## config.mk

```make
export PLATFORM = sky130hd
export DESIGN_NAME = seg_scan_ctrl_flat
export DESIGN_NICKNAME = d
export VERILOG_FILES = /design/src/rtl/seg_pkg.sv /design/src/rtl/seg_scan_ctrl_if.sv /design/src/rtl/seg_glyph.sv /design/src/rtl/seg_scan_ctrl.sv /design/src/flat_wrapper.sv
export SDC_FILE = /design/constraint.sdc
export NUM_CORES = 1
export LEC_CHECK = 0
export CAP_MARGIN = 20
export CELL_PAD_IN_SITES_DETAIL_PLACEMENT = 0
export CELL_PAD_IN_SITES_GLOBAL_PLACEMENT = 1
export CORE_ASPECT_RATIO = 1.5
export CORE_UTILIZATION = 25
export DETAILED_ROUTE_END_ITERATION = 10
export PLACE_DENSITY_LB_ADDON = 0.1
export SLEW_MARGIN = 20
export SYNTH_ARGS = -nofsm -noshare
export SYNTH_HDL_FRONTEND = slang
export SYNTH_SLANG_ARGS = --single-unit
export TNS_END_PERCENT = 20
```

## constraint.sdc

```tcl
create_clock -name clk -period 3.9 [get_ports clk]
set_clock_uncertainty 0.2 [all_clocks]
set_input_delay 0.39 -clock clk [delete_from_list [all_inputs] [get_ports clk]]
set_output_delay 0.39 -clock clk [all_outputs]
set_load 0.05 [all_outputs]
```

## src/rtl/seg_pkg.sv

```systemverilog
// seg_pkg: shared constants for the 7-segment scan controller.
//   Segment bit positions inside the 8-bit seg bus {a,b,c,d,e,f,g,dp}
//   (a is bit 7, dp is bit 0) and the glyph codes used by seg_glyph.
package seg_pkg;

  localparam int SEG_A  = 7;
  localparam int SEG_B  = 6;
  localparam int SEG_C  = 5;
  localparam int SEG_D  = 4;
  localparam int SEG_E  = 3;
  localparam int SEG_F  = 2;
  localparam int SEG_G  = 1;
  localparam int SEG_DP = 0;

  localparam logic [7:0] SEG_0    = 8'b1111_1100;
  localparam logic [7:0] SEG_1    = 8'b0110_0000;
  localparam logic [7:0] SEG_2    = 8'b1101_1010;
  localparam logic [7:0] SEG_3    = 8'b1111_0010;
  localparam logic [7:0] SEG_4    = 8'b0110_0110;
  localparam logic [7:0] SEG_5    = 8'b1011_0110;
  localparam logic [7:0] SEG_6    = 8'b1011_1110;
  localparam logic [7:0] SEG_7    = 8'b1110_0000;
  localparam logic [7:0] SEG_8    = 8'b1111_1110;
  localparam logic [7:0] SEG_9    = 8'b1111_0110;
  localparam logic [7:0] SEG_DASH = 8'b0000_0010;
  localparam logic [7:0] SEG_OFF  = 8'b0000_0000;

endpackage

```

## src/rtl/seg_scan_ctrl_if.sv

```systemverilog
// seg_scan_ctrl_if: display-side bundle of the scan controller.
//   en, load, bcd, dp, blank_lz, blink_mask : driven by the master (data source)
//   an, seg                                 : driven by the slave (scan controller)
interface seg_scan_ctrl_if #(
  parameter int DIGITS = 4
);
  logic                  en;
  logic                  load;
  logic [DIGITS*4-1:0]   bcd;
  logic [DIGITS-1:0]     dp;
  logic                  blank_lz;
  logic [DIGITS-1:0]     blink_mask;
  logic [DIGITS-1:0]     an;
  logic [7:0]            seg;

  modport master (
    output en, load, bcd, dp, blank_lz, blink_mask,
    input  an, seg
  );

  modport slave (
    input  en, load, bcd, dp, blank_lz, blink_mask,
    output an, seg
  );
endinterface

```

## src/rtl/seg_glyph.sv

```systemverilog
// seg_glyph: combinational BCD-to-7-segment decoder.
//   code [3:0] : digit code; 10..15 render as a dash
//   dp         : decimal point, ORed into seg[SEG_DP]
//   seg  [7:0] : active-high segments {a,b,c,d,e,f,g,dp}
module seg_glyph
  import seg_pkg::*;
(
  input  logic [3:0] code,
  input  logic       dp,
  output logic [7:0] seg
);

  logic [7:0] base;

  always_comb begin
    base = SEG_DASH;
    case (code)
      4'd0:    base = SEG_0;
      4'd1:    base = SEG_1;
      4'd2:    base = SEG_2;
      4'd3:    base = SEG_3;
      4'd4:    base = SEG_4;
      4'd5:    base = SEG_5;
      4'd6:    base = SEG_6;
      4'd7:    base = SEG_7;
      4'd8:    base = SEG_8;
      4'd9:    base = SEG_9;
      default: base = SEG_DASH;
    endcase
    seg         = base;
    seg[SEG_DP] = base[SEG_DP] | dp;
  end

endmodule

```

## src/rtl/seg_scan_ctrl.sv

```systemverilog
// seg_scan_ctrl: time-multiplexed driver for a bank of 7-segment digits.
//   clk, rst_n : clock and async active-low reset
//   bus.slave  : en, load, bcd, dp, blank_lz, blink_mask in; an (active-low
//                one-hot digit select), seg (active-high segments) out
// The display works only from a snapshot of bcd/dp captured on load. One
// digit is selected for SCAN_DIV cycles at a time; the blink phase flips
// every BLINK_FRAMES full frames, always on the index wrap.
module seg_scan_ctrl
  import seg_pkg::*;
#(
  parameter int DIGITS       = 4,
  parameter int SCAN_DIV     = 50000,
  parameter int BLINK_FRAMES = 64
) (
  input  logic          clk,
  input  logic          rst_n,
  seg_scan_ctrl_if.slave bus
);

  localparam int IW = $clog2(DIGITS);
  localparam int DW = $clog2(SCAN_DIV);
  localparam int FW = (BLINK_FRAMES > 1) ? $clog2(BLINK_FRAMES) : 1;

  logic [DW-1:0]        div;
  logic [IW-1:0]        idx;
  logic [FW-1:0]        frame_cnt;
  logic                 blink_phase;
  logic [DIGITS*4-1:0]  snap_bcd;
  logic [DIGITS-1:0]    snap_dp;
  logic [DIGITS-1:0]    lz_mask;
  logic                 lz_run;
  logic [3:0]           cur_code;
  logic                 cur_dp;
  logic [7:0]           glyph;
  logic                 div_tc;
  logic                 idx_last;

  assign div_tc   = (div == DW'(SCAN_DIV - 1));
  assign idx_last = (idx == IW'(DIGITS - 1));

  // Leading zeros: walk down from the top digit while code==0 and dp==0.
  // Digit 0 is always shown, so the walk stops at digit 1.
  always_comb begin
    lz_mask = '0;
    lz_run  = bus.blank_lz;
    for (int i = DIGITS - 1; i >= 1; i--) begin
      lz_run     = lz_run && (snap_bcd[i*4 +: 4] == 4'd0) && !snap_dp[i];
      lz_mask[i] = lz_run;
    end
  end

  assign cur_code = snap_bcd[int'(idx)*4 +: 4];
  assign cur_dp   = snap_dp[idx];

  seg_glyph u_glyph (
    .code (cur_code),
    .dp   (cur_dp),
    .seg  (glyph)
  );

  // Snapshot is independent of en so a value can be staged while dark.
  always_ff @(posedge clk or negedge rst_n) begin
    if (!rst_n) begin
      snap_bcd <= '0;
      snap_dp  <= '0;
    end else if (bus.load) begin
      snap_bcd <= bus.bcd;
      snap_dp  <= bus.dp;
    end
  end

  always_ff @(posedge clk or negedge rst_n) begin
    if (!rst_n) begin
      div         <= '0;
      idx         <= '0;
      frame_cnt   <= '0;
      blink_phase <= 1'b0;
    end else if (!bus.en) begin
      div         <= '0;
      idx         <= '0;
      frame_cnt   <= '0;
      blink_phase <= 1'b0;
    end else begin
      if (div_tc) begin
        div <= '0;
        idx <= idx_last ? '0 : idx + IW'(1);
      end else begin
        div <= div + DW'(1);
      end
      // Counting frames on the index wrap keeps the phase constant in a frame.
      if (div_tc && idx_last) begin
        if (frame_cnt == FW'(BLINK_FRAMES - 1)) begin
          frame_cnt   <= '0;
          blink_phase <= ~blink_phase;
        end else begin
          frame_cnt <= frame_cnt + FW'(1);
        end
      end
    end
  end

  always_ff @(posedge clk or negedge rst_n) begin
    if (!rst_n) begin
      bus.an  <= '1;
      bus.seg <= SEG_OFF;
    end else if (!bus.en) begin
      bus.an  <= '1;
      bus.seg <= SEG_OFF;
    end else begin
      bus.an  <= ~(DIGITS'(1) << idx);
      bus.seg <= (lz_mask[idx] || (blink_phase && bus.blink_mask[idx])) ? SEG_OFF : glyph;
    end
  end

endmodule

```

## src/flat_wrapper.sv

```systemverilog
// flat-port wrapper written by rule: the top's interface ports become plain ports
module seg_scan_ctrl_flat import seg_pkg::*;
#(
  parameter int DIGITS       = 4,
  parameter int SCAN_DIV     = 50000,
  parameter int BLINK_FRAMES = 64
)
  (clk, rst_n, bus_en, bus_load, bus_bcd, bus_dp, bus_blank_lz, bus_blink_mask, bus_an, bus_seg);
  seg_scan_ctrl_if #(.DIGITS(DIGITS)) bus_i ();
  input  logic clk;
  input  logic rst_n;
  input wire logic [$bits(bus_i.en)-1:0] bus_en;
  input wire logic [$bits(bus_i.load)-1:0] bus_load;
  input wire logic [$bits(bus_i.bcd)-1:0] bus_bcd;
  input wire logic [$bits(bus_i.dp)-1:0] bus_dp;
  input wire logic [$bits(bus_i.blank_lz)-1:0] bus_blank_lz;
  input wire logic [$bits(bus_i.blink_mask)-1:0] bus_blink_mask;
  output wire logic [$bits(bus_i.an)-1:0] bus_an;
  output wire logic [$bits(bus_i.seg)-1:0] bus_seg;
  assign bus_i.en = bus_en;
  assign bus_i.load = bus_load;
  assign bus_i.bcd = bus_bcd;
  assign bus_i.dp = bus_dp;
  assign bus_i.blank_lz = bus_blank_lz;
  assign bus_i.blink_mask = bus_blink_mask;
  assign bus_an = bus_i.an;
  assign bus_seg = bus_i.seg;
  seg_scan_ctrl #(.DIGITS(DIGITS), .SCAN_DIV(SCAN_DIV), .BLINK_FRAMES(BLINK_FRAMES)) u_core (.clk(clk), .rst_n(rst_n), .bus(bus_i));
endmodule
```

==> results of run 1 <==
[cells in the mapped netlist (2+ instances only)]
cell and n:
dfrtp_1 53, mux2_2 20, nand2_1 17, nor2_1 16
a21oi_1 14, ha_1 12, nand3_1 11, inv_1 10
xnor2_1 9, clkbuf_1 7, nor3_1 7, nor4_1 7
and3_1 5, dfstp_2 4, mux4_1 4, nand4_1 4
o21ai_0 4, nand2b_1 3, nor3b_1 3, or3_1 3
a2111oi_2 2, mux2i_1 2, mux4_2 2, nor4bb_1 2
o31ai_1 2, or2_2 2, or4_1 2, xor2_1 2
[where the power goes]
group / switching, mW / internal [mW] / total, mW
clock: 0.263 / 0.460 / 0.723
sequential: 0.0217 / 0.626 / 0.647
combinational: 0.0950 / 0.0847 / 0.180
[routing by layer]
metal / up-vias / part of all wire / GRT usage
met2: 36 / 0.50 / 0.208
met1: 994 / 0.44 / 0.157
li1: 965 / - / -
met5: - / 0 / 0
met4: 0 / 0.022 / 0.0645
met3: 9 / 0.035 / 0.0307
[worst min-delay path by stage]
stage	from	to	slack, ns
floorplan	rst_n	u_core.blink_phase	-0.11
global placement	u_core.div[0]	u_core.div[0]	0.25
detailed placement	u_core.div[0]	u_core.div[0]	0.25
CTS	rst_n	u_core.div[2]	0.06
global route	rst_n	u_core.div[2]	0.09
finish	rst_n	u_core.div[2]	0.007
[worst max-delay path: cells and delay by family, from the launching register on]
family / cells / cell delay, ns
muxes: 1 / 0.68
and+or+nand+nor: 2 / 0.45
AOI/OAI and AO/OA: 1 / 0.32
DFF: 1 / 0.68
[sequential cells by signal, summed over array words and instances (netlist names)]
| name | flops |
|---|---|
| u_core.div | 16 |
| u_core.snap_bcd | 16 |
| u_core.blink_phase | 1 |
| u_core.idx | 2 |
| u_core.bus.seg | 8 |
| u_core.bus.an | 4 |
| u_core.snap_dp | 4 |
| u_core.frame_cnt | 6 |
[cell type report]
type                            count  area, µm²  area share
Sequential cell                    57       1430       0.394
Tap cell                          147        184      0.0506
Multi-Input combinational cell    168       1300       0.358
Inverter                           10       37.5      0.0103
Clock buffer                       13        260      0.0716
Clock inverter                      3       15.0     0.00413
Timing Repair Buffer               41        403       0.111
[stage by stage]
step | hold WS [ns] | power (mW) | worst slack (ns) | util
global route | 0.0870 | 1.62 | 1.34 | 0.330
detailed placement | 0.254 | 0.842 | 1.44 | 0.305
global placement | 0.248 | 0.842 | 1.48 | 0.305
finish | 0.00655 | 1.55 | 1.45 | 0.330
floorplan | -0.106 | 0.756 | 1.78 | -
CTS | 0.0607 | 1.57 | 1.43 | 0.330
[logic make-up (layout without fill, tap and decap cells)]
| family | after synthesis | count (layout) | synth area share |
|---|---|---|---|
| mux | 28 | 28 | 0.141 |
| flops | 57 | 57 | 0.510 |
| buf+inv | 18 | 67 | 0.0267 |
| fa+ha+maj | 12 | 12 | 0.0535 |
| compound gates | 28 | 28 | 0.0655 |
| simple gates | 89 | 89 | 0.170 |
| xor+xnor | 11 | 11 | 0.0343 |
==> run_results.csv, run 1 <==
group,metric,value,unit
global_route,antenna_found_initial,0,
floorplan,die_x,88.5,µm
critical_path,reg2reg_from,"u_core.idx[0]",
floorplan,start_util,0.255,
sta,fin_crit,2.45,ns
synth,yosys_register_bits,57,
routing,via_per_inst,4.56,
cts,cts_tree,"built",
floorplan,fp-row-count,47,
routing,ant_nets,0,
sta,timing.fmax,409,MHz
cts,cts_sinks,57,
hold_path,hold_path_class,"input port to asynchronous set/reset pin",
critical_path,cp_data_required_time,3.91,ns
cts,postCtsSetupRepairBufs,0,
critical_path,crit_path_cell_trace,"mux4_2 > or2_1 > and2_4 > a2111oi_2",
critical_path,cp_max_fo,12,
floorplan,die_h,132,µm
critical_path,endpoint_kind,"register",
critical_path,r2r_end,"u_core.bus.seg[5]",
cts,htreeDepth,3,
global_route,grt_pass1_vias,2134,
power,power.leakage,1.46,nW
global_route,grt_pass1_wl,11.2,mm
global_route,gr-total-overflow,0,
synth,synth_ff_type,"dfrtp_1",
critical_path,startpoint_type,"register",
final_layout,fin_nets,328,
sta,hold_violations,0,
critical_path,r2r_setup_slack,1.45,ns
sta,slew_headroom,0.360,
cts,clock_latency,0.33,ns
floorplan,io_pins,41,
routing,drtIter0Drc,40,
power,peakVddDrop,191,µV
global_route,groute.usage.overall,0.129,
cts,cts_resized,0,
synth,synth_edf_count,0,
cts,cts_buffer_depth,2,
sta,tns,0,ns
critical_path,reg2regPathDepth,4,
final_layout,n_antenna_cell,0,
floorplan,die_area,0.0117,mm²
cts,postCtsHoldBufs,0,
placed_design,placed_cell_area,0.00336,mm²
synth,synthArstFlopShare,1.00,
sta,setup_violations,0,
routing,drc,0,
sta,rsz0062_at_grt,"false",
cts,cts.clk_slew.worst_paths,0.05,ns
synth,yosysSeqAreaShare,0.510,
synth,synth_cells,243,
floorplan,core-area,0.0110,mm²
synth,ys_types,42,
final_layout,final_area,0.00363,mm²
placed_design,dp_cells,423,
sta,tightest_slew,0.957,ns
routing,wl,6.59,mm
final_layout,layout-drive-gt1-share,0.161,
synth,synth_area_leaders,"dfrtp_1 47%, mux2_2 8.0%, ha_1 5.3%",
synth,syn-mean-instance-area,11.6,µm²
critical_path,startpoint,"u_core.idx[0]",
final_layout,final_cells,439,
placed_design,dp_hpwl,4.73,mm
power,p_per_area,427,mW/mm²
placed_design,gp_congestion,0.772,
outcome,status,"finished, final reports clean",
sta,fin_crit_sh,0.627,
routing,dr.pass1.iters,4,
global_route,grt_start_max_net_pins,41,
synth,syn-num-nets,284,
critical_path,critPathMaxStageDelay,0.68,ns
final_layout,syn2layout_area_growth,29.4,%
sta,drv_slew,0,
routing,wl_per_cell,15.0,µm
critical_path,worstSetupEndpoint,"u_core.bus.seg[5]",
cts,clockRootBuffer,"clkbuf_16",
synth,synth_top_area_share,0.472,
synth,yosysWarnings,0,
final_layout,final_common_cell,"dfrtp_1",
critical_path,arrival,2.46,ns
routing,vias,2004,
synth,synth_area,0.00281,mm²
critical_path,cp_slowest_cell,"dfrtp_1",
final_layout,nFillCells,1146,
synth,yosysTopAreaCell,"dfrtp_1",
placed_design,port_buffers,40,
job,maxCapViolCount,0,
critical_path,worst-setup-path-type,"register to register",
final_layout,layout_common_cells,"53 x dfrtp_1, 39 x clkdlybuf4s50_1, 20 x mux2_2",
cts,cts_buffers,9,
Note: power is estimated with default switching activity, not from simulation.
==> run 2, diff against run 1 <==
==> constraint.sdc (replaced) <==
create_clock -name clk -period 2.2 [get_ports clk]
set_clock_uncertainty 0.2 [all_clocks]
set_input_delay 0.22 -clock clk [delete_from_list [all_inputs] [get_ports clk]]
set_output_delay 0.22 -clock clk [all_outputs]
set_load 0.05 [all_outputs]
==> run_results.csv, run 2 (synthesized netlist as in run 1, its figures left out) <==
group,metric,value,unit
final_layout,n_antenna_cell,0,
sta,tns,0,ns
power,p_per_area,776,mW/mm²
critical_path,worst-setup-path-type,"register to register",
final_layout,reg_top3,"u_core.div: 16 flops, u_core.snap_bcd: 16 flops, u_core.bus.seg: 8 flops",
sta,fin_crit,2.09,ns
routing,drtIter0Drc,47,
routing,highest_layer,"met4",
global_route,grt_pass1_vias,2294,
placed_design,port_buffers,40,
power,seqPwrFrac,0.378,
power,combPwrFrac,0.112,
floorplan,io_pins,41,
power,clkPwrFrac,0.510,
routing,vias,2091,
outcome,status,"finished, final reports clean",
sta,fin_crit_sh,0.952,
final_layout,fin_nets,352,
sta,drv_slew,0,
cts,cts_buffer_depth,2,
sta,tightest_slew,0.527,ns
routing,dr.pass1.iters,4,
power,total_power,3.04,mW
final_layout,final_cells,462,
final_layout,layout-drive-gt1-share,0.238,
hold_path,hold_path_class,"input port to asynchronous set/reset pin",
power,p_sw,0.686,mW
cts,clockRootBuffer,"clkbuf_16",
global_route,grt_start_max_net_pins,58,
sta,rsz0062_at_grt,"false",
floorplan,start_util,0.255,
final_layout,regArea,0.00143,mm²
critical_path,startpoint_type,"register",
floorplan,die_area,0.0117,mm²
routing,met2_length,3.71,mm
sta,setup_violations,0,
critical_path,r2r_setup_slack,0.11,ns
floorplan,die_h,132,µm
final_layout,syn2layout_area_growth,39.5,%
sta,slew_headroom,0.647,
critical_path,endpoint_kind,"register",
power,power.leakage,1.62,nW
job,maxCapViolCount,0,
sta,whs,0.234,ns
routing,wl,6.89,mm
critical_path,cp_data_required_time,2.21,ns
power,peakVddDrop,314,µV
final_layout,multi_input_area,0.00132,mm²
global_route,groute.usage.overall,0.133,
placed_design,dp_cells,446,
floorplan,fp-row-count,47,
critical_path,critPathMaxStageDelay,0.58,ns
cts,htreeDepth,3,
final_layout,nFillCells,1115,
cts,cts_buffers,9,
routing,wl_met1,2.75,mm
power,p_int,2.35,mW
sta,hold_violations,0,
global_route,grt_pass1_wl,11.5,mm
critical_path,cp_slowest_cell,"mux4_2",
global_route,gr-total-overflow,0,
global_route,antenna_found_initial,0,
cts,cts_sinks,57,
floorplan,die_x,88.5,µm
placed_design,dp_hpwl,5.03,mm
final_layout,layout_common_cells,"52 x dfrtp_1, 39 x clkdlybuf4s50_1, 22 x buf_4",
floorplan,core-area,0.0110,mm²
routing,via_per_inst,4.53,
routing,wl_met3,243,µm
critical_path,arrival,2.11,ns
critical_path,crit_path_cell_trace,"mux4_2 > or2_1 > and2_4 > a2111oi_2",
cts,cts_tree,"built",
routing,drc,0,
critical_path,reg2regPathDepth,4,
routing,wl_per_cell,14.9,µm
critical_path,cp_max_fo,5,
cts,cts.clk_slew.worst_paths,0.05,ns
cts,clock_latency,0.32,ns
routing,ant_nets,0,
power,p_sw_frac,0.226,
placed_design,gp_congestion,0.748,
final_layout,final_common_cell,"dfrtp_1",
sta,timing.fmax,478,MHz
==> run 2: cell types whose count changed in the layout (fill, tap and decap cells not counted), moves of 2 or more <==
cell,change
nor4_1,-2
nor4_2,+2
clkinv_2,-3
buf_4,+21
bufinv_16,+2
buf_12,+2
==> run 2: cell type report <==
type / instances / area share
flip-flops and latches: 57 / 0.366
clock inverters: 2 / 0.0153
multi-input cells: 168 / 0.338
repair buffers: 65 / 0.156
inverters: 10 / 0.00958
well taps: 147 / 0.0469
clock buffers: 13 / 0.0690
==> run 2: path summary, 6_finish.rpt <==
kind	end	startpoint
hold / removal	u_core.div[9]	rst_n
min in group clk	u_core.div[0]	u_core.div[0]
setup / recovery	u_core.bus.seg[5]	u_core.idx[0]
setup reg to reg	u_core.bus.seg[5]	u_core.idx[0]
hold reg to reg	u_core.div[0]	u_core.div[0]
max in group asynchronous	u_core.bus.an[0]	rst_n
==> run 2: power groups by stage <==
stage / registers [mW] / logic (mW) / clock network, mW
global placement: 1.17 / 0.342 / 0
detailed placement: 1.17 / 0.342 / 0
finish: 1.15 / 0.341 / 1.55
floorplan: 1.21 / 0.131 / 0
CTS: 1.15 / 0.345 / 1.59
global route: 1.16 / 0.374 / 1.63
==> run 2: worst max-delay path: cells and delay by family (launching register included) <==
kind	cells	cell delay, ns
AOI/OAI and AO/OA	1	0.32
DFF	1	0.43
muxes	1	0.58
and+or+nand+nor	2	0.46
==> run 2: layer usage <==
| layer | GRT usage | vias up |
|---|---|---|
| li1 | - | 1009 |
| met1 | 0.148 | 1030 |
| met2 | 0.231 | 43 |
| met3 | 0.0313 | 9 |
| met4 | 0.0672 | 0 |
| met5 | 0 | - |
==> run 2: what timing repair did <==
item,4_1_cts,5_1_grt
hold endpoints to repair,57,0
buffers inserted,0,0
endpoints found under the setup margin,2,5
gates resized for setup,1,4
hold buffers,1,0
==> run 2: through the flow <==
step | instance area (µm²) | setup slack, ns | utilization
after global routing | 3920 | 0.0209 | 0.356
after global placement | 3560 | 0.0410 | 0.323
after detailed placement | 3560 | -0.00441 | 0.323
after floorplan | 2810 | 0.0812 | -
after CTS | 3900 | 0.0554 | 0.354
final | 3920 | 0.107 | 0.356
==> run 3, diff against run 2 <==
--- a/config.mk
+++ b/config.mk
@@ -9,7 +9,7 @@
 export CELL_PAD_IN_SITES_DETAIL_PLACEMENT = 0
 export CELL_PAD_IN_SITES_GLOBAL_PLACEMENT = 1
 export CORE_ASPECT_RATIO = 1.5
-export CORE_UTILIZATION = 25
+export CORE_UTILIZATION = 39
 export DETAILED_ROUTE_END_ITERATION = 10
 export PLACE_DENSITY_LB_ADDON = 0.1
 export SLEW_MARGIN = 20
==> run_results.csv, run 3 (synthesized netlist as in run 1, its figures left out) <==
group,metric,value,unit
final_layout,fin_nets,352,
outcome,status,"finished, final reports clean",
critical_path,cp.buffers_inverters,0,
critical_path,crit_family,"multiplexers",
critical_path,arrival,2.13,ns
power,total_power,2.46,mW
sta,drv_slew,0,
floorplan,io_pins,41,
power,p_per_area,675,mW/mm²
cts,htreeDepth,3,
placed_design,gp_congestion,0.785,
sta,tns,0,ns
floorplan,fp-row-count,37,
sta,setup_ws,0.0974,ns
sta,tightest_slew,0.707,ns
sta,whs,0.265,ns
critical_path,crit_path_cell_trace,"mux4_2 > or2_1 > and2_4 > a2111oi_2",
cts,cts.clk_slew.worst_paths,0.06,ns
final_layout,n_antenna_cell,0,
critical_path,r2r_setup_slack,0.1,ns
routing,drtIter0Drc,90,
floorplan,die_x,71.3,µm
cts,clock_latency,0.34,ns
sta,timing.fmax,476,MHz
routing,wl_per_cell,15.2,µm
floorplan,die_h,106,µm
critical_path,critPathMaxStageDelay,0.56,ns
hold_path,hold_path_class,"register to register",
routing,via_per_inst,5.39,
placed_design,pre_cts_slack,0.0230,ns
routing,dr.pass1.iters,4,
sta,slew_headroom,0.529,
critical_path,cp_data_required_time,2.22,ns
hold_path,holdPathStages,1,
routing,wl,5.97,mm
hold_path,holdPathEnd,"u_core.div[0]",
final_layout,final_common_cell,"dfrtp_1",
routing,ant_nets,0,
sta,setup_violations,0,
final_layout,final_cells,393,
critical_path,endpoint_kind,"register",
sta,hold_violations,0,
critical_path,reg2reg_from,"u_core.idx[0]",
sta,fin_crit_sh,0.956,
global_route,grt_pass1_vias,2197,
routing,vias,2118,
final_layout,reg_top3,"u_core.div: 16 flops, u_core.snap_bcd: 16 flops, u_core.bus.seg: 8 flops",
floorplan,die_area,0.00755,mm²
final_layout,final_area,0.00365,mm²
routing,drc,0,
global_route,gr-total-overflow,0,
global_route,grt_start_max_net_pins,58,
final_layout,fin_util,0.529,
critical_path,worst-path-stages,4,
placed_design,dp_hpwl,4.42,mm
floorplan,core-area,0.00690,mm²
global_route,groute.usage.overall,0.182,
hold_path,holdCritStartpoint,"u_core.div[0]",
cts,clockRootBuffer,"clkbuf_8",
critical_path,startpoint_type,"register",
cts,cts_buffer_depth,2,
sta,fin_crit,2.10,ns
critical_path,reg2regPathDepth,4,
power,peakVddDrop,374,µV
global_route,grt_pass1_wl,10.3,mm
placed_design,placed_cell_area,0.00344,mm²
final_layout,syn2layout_area_growth,29.8,%
job,maxCapViolCount,0,
placed_design,dp_cells,377,
floorplan,start_util,0.407,
cts,cts_sinks,57,
critical_path,cp_slowest_cell,"mux4_2",
critical_path,r2r_end,"u_core.bus.seg[5]",
sta,rsz0062_at_grt,"false",
cts,postCtsSetupRepairBufs,0,
critical_path,cp_max_fo,6,
final_layout,layout_common_cells,"52 x dfrtp_1, 39 x clkdlybuf4s50_1, 24 x buf_4",
power,power.leakage,1.54,nW
placed_design,port_buffers,40,
final_layout,layout-drive-gt1-share,0.229,
critical_path,worst-setup-path-type,"register to register",
cts,cts_buffers,9,
cts,cts_tree,"built",
global_route,antenna_found_initial,0,
run 3: layout make-up:
type	instances	area [µm²]
clock buffers	12	155
clock inverters	3	40.0
fillers	602	3250
inverters	10	37.5
multi-input cells	168	1300
flip-flops and latches	57	1430
well taps	78	97.6
repair buffers	65	586
run 3: report_power, final:
| part | leakage [nW] | internal (mW) | switching, mW |
|---|---|---|---|
| Sequential | 0.724 | 1.11 | 0.0403 |
| Combinational | 0.715 | 0.164 | 0.170 |
| Clock | 0.102 | 0.575 | 0.405 |
run 3: how the worst max path moves through the flow:
stage / endpoint / from
after global placement: u_core.bus.seg[6] / u_core.idx[0]
after floorplan: u_core.bus.seg[6] / u_core.idx[0]
final: u_core.bus.seg[5] / u_core.idx[0]
after CTS: u_core.bus.seg[5] / u_core.idx[0]
after detailed placement: u_core.bus.seg[5] / u_core.idx[0]
after global routing: u_core.blink_phase / u_core.div[9]
run 3: what timing repair did:
| action | in CTS | in global routing |
|---|---|---|
| endpoints found under the setup margin | 0 | 5 |
| resized for setup | 0 | 2 |
| endpoints found under the hold margin | 53 | 0 |
| hold buffers | 1 | 0 |
run 3: layer usage:
| layer | up-vias | global-route usage | wire [µm] |
|---|---|---|---|
| li1 | 1014 | - | - |
| met1 | 1048 | 0.196 | 2350 |
| met2 | 43 | 0.325 | 3310 |
| met3 | 13 | 0.0493 | 183 |
| met4 | 0 | 0.0814 | 127 |
| met5 | - | 0 | 0 |
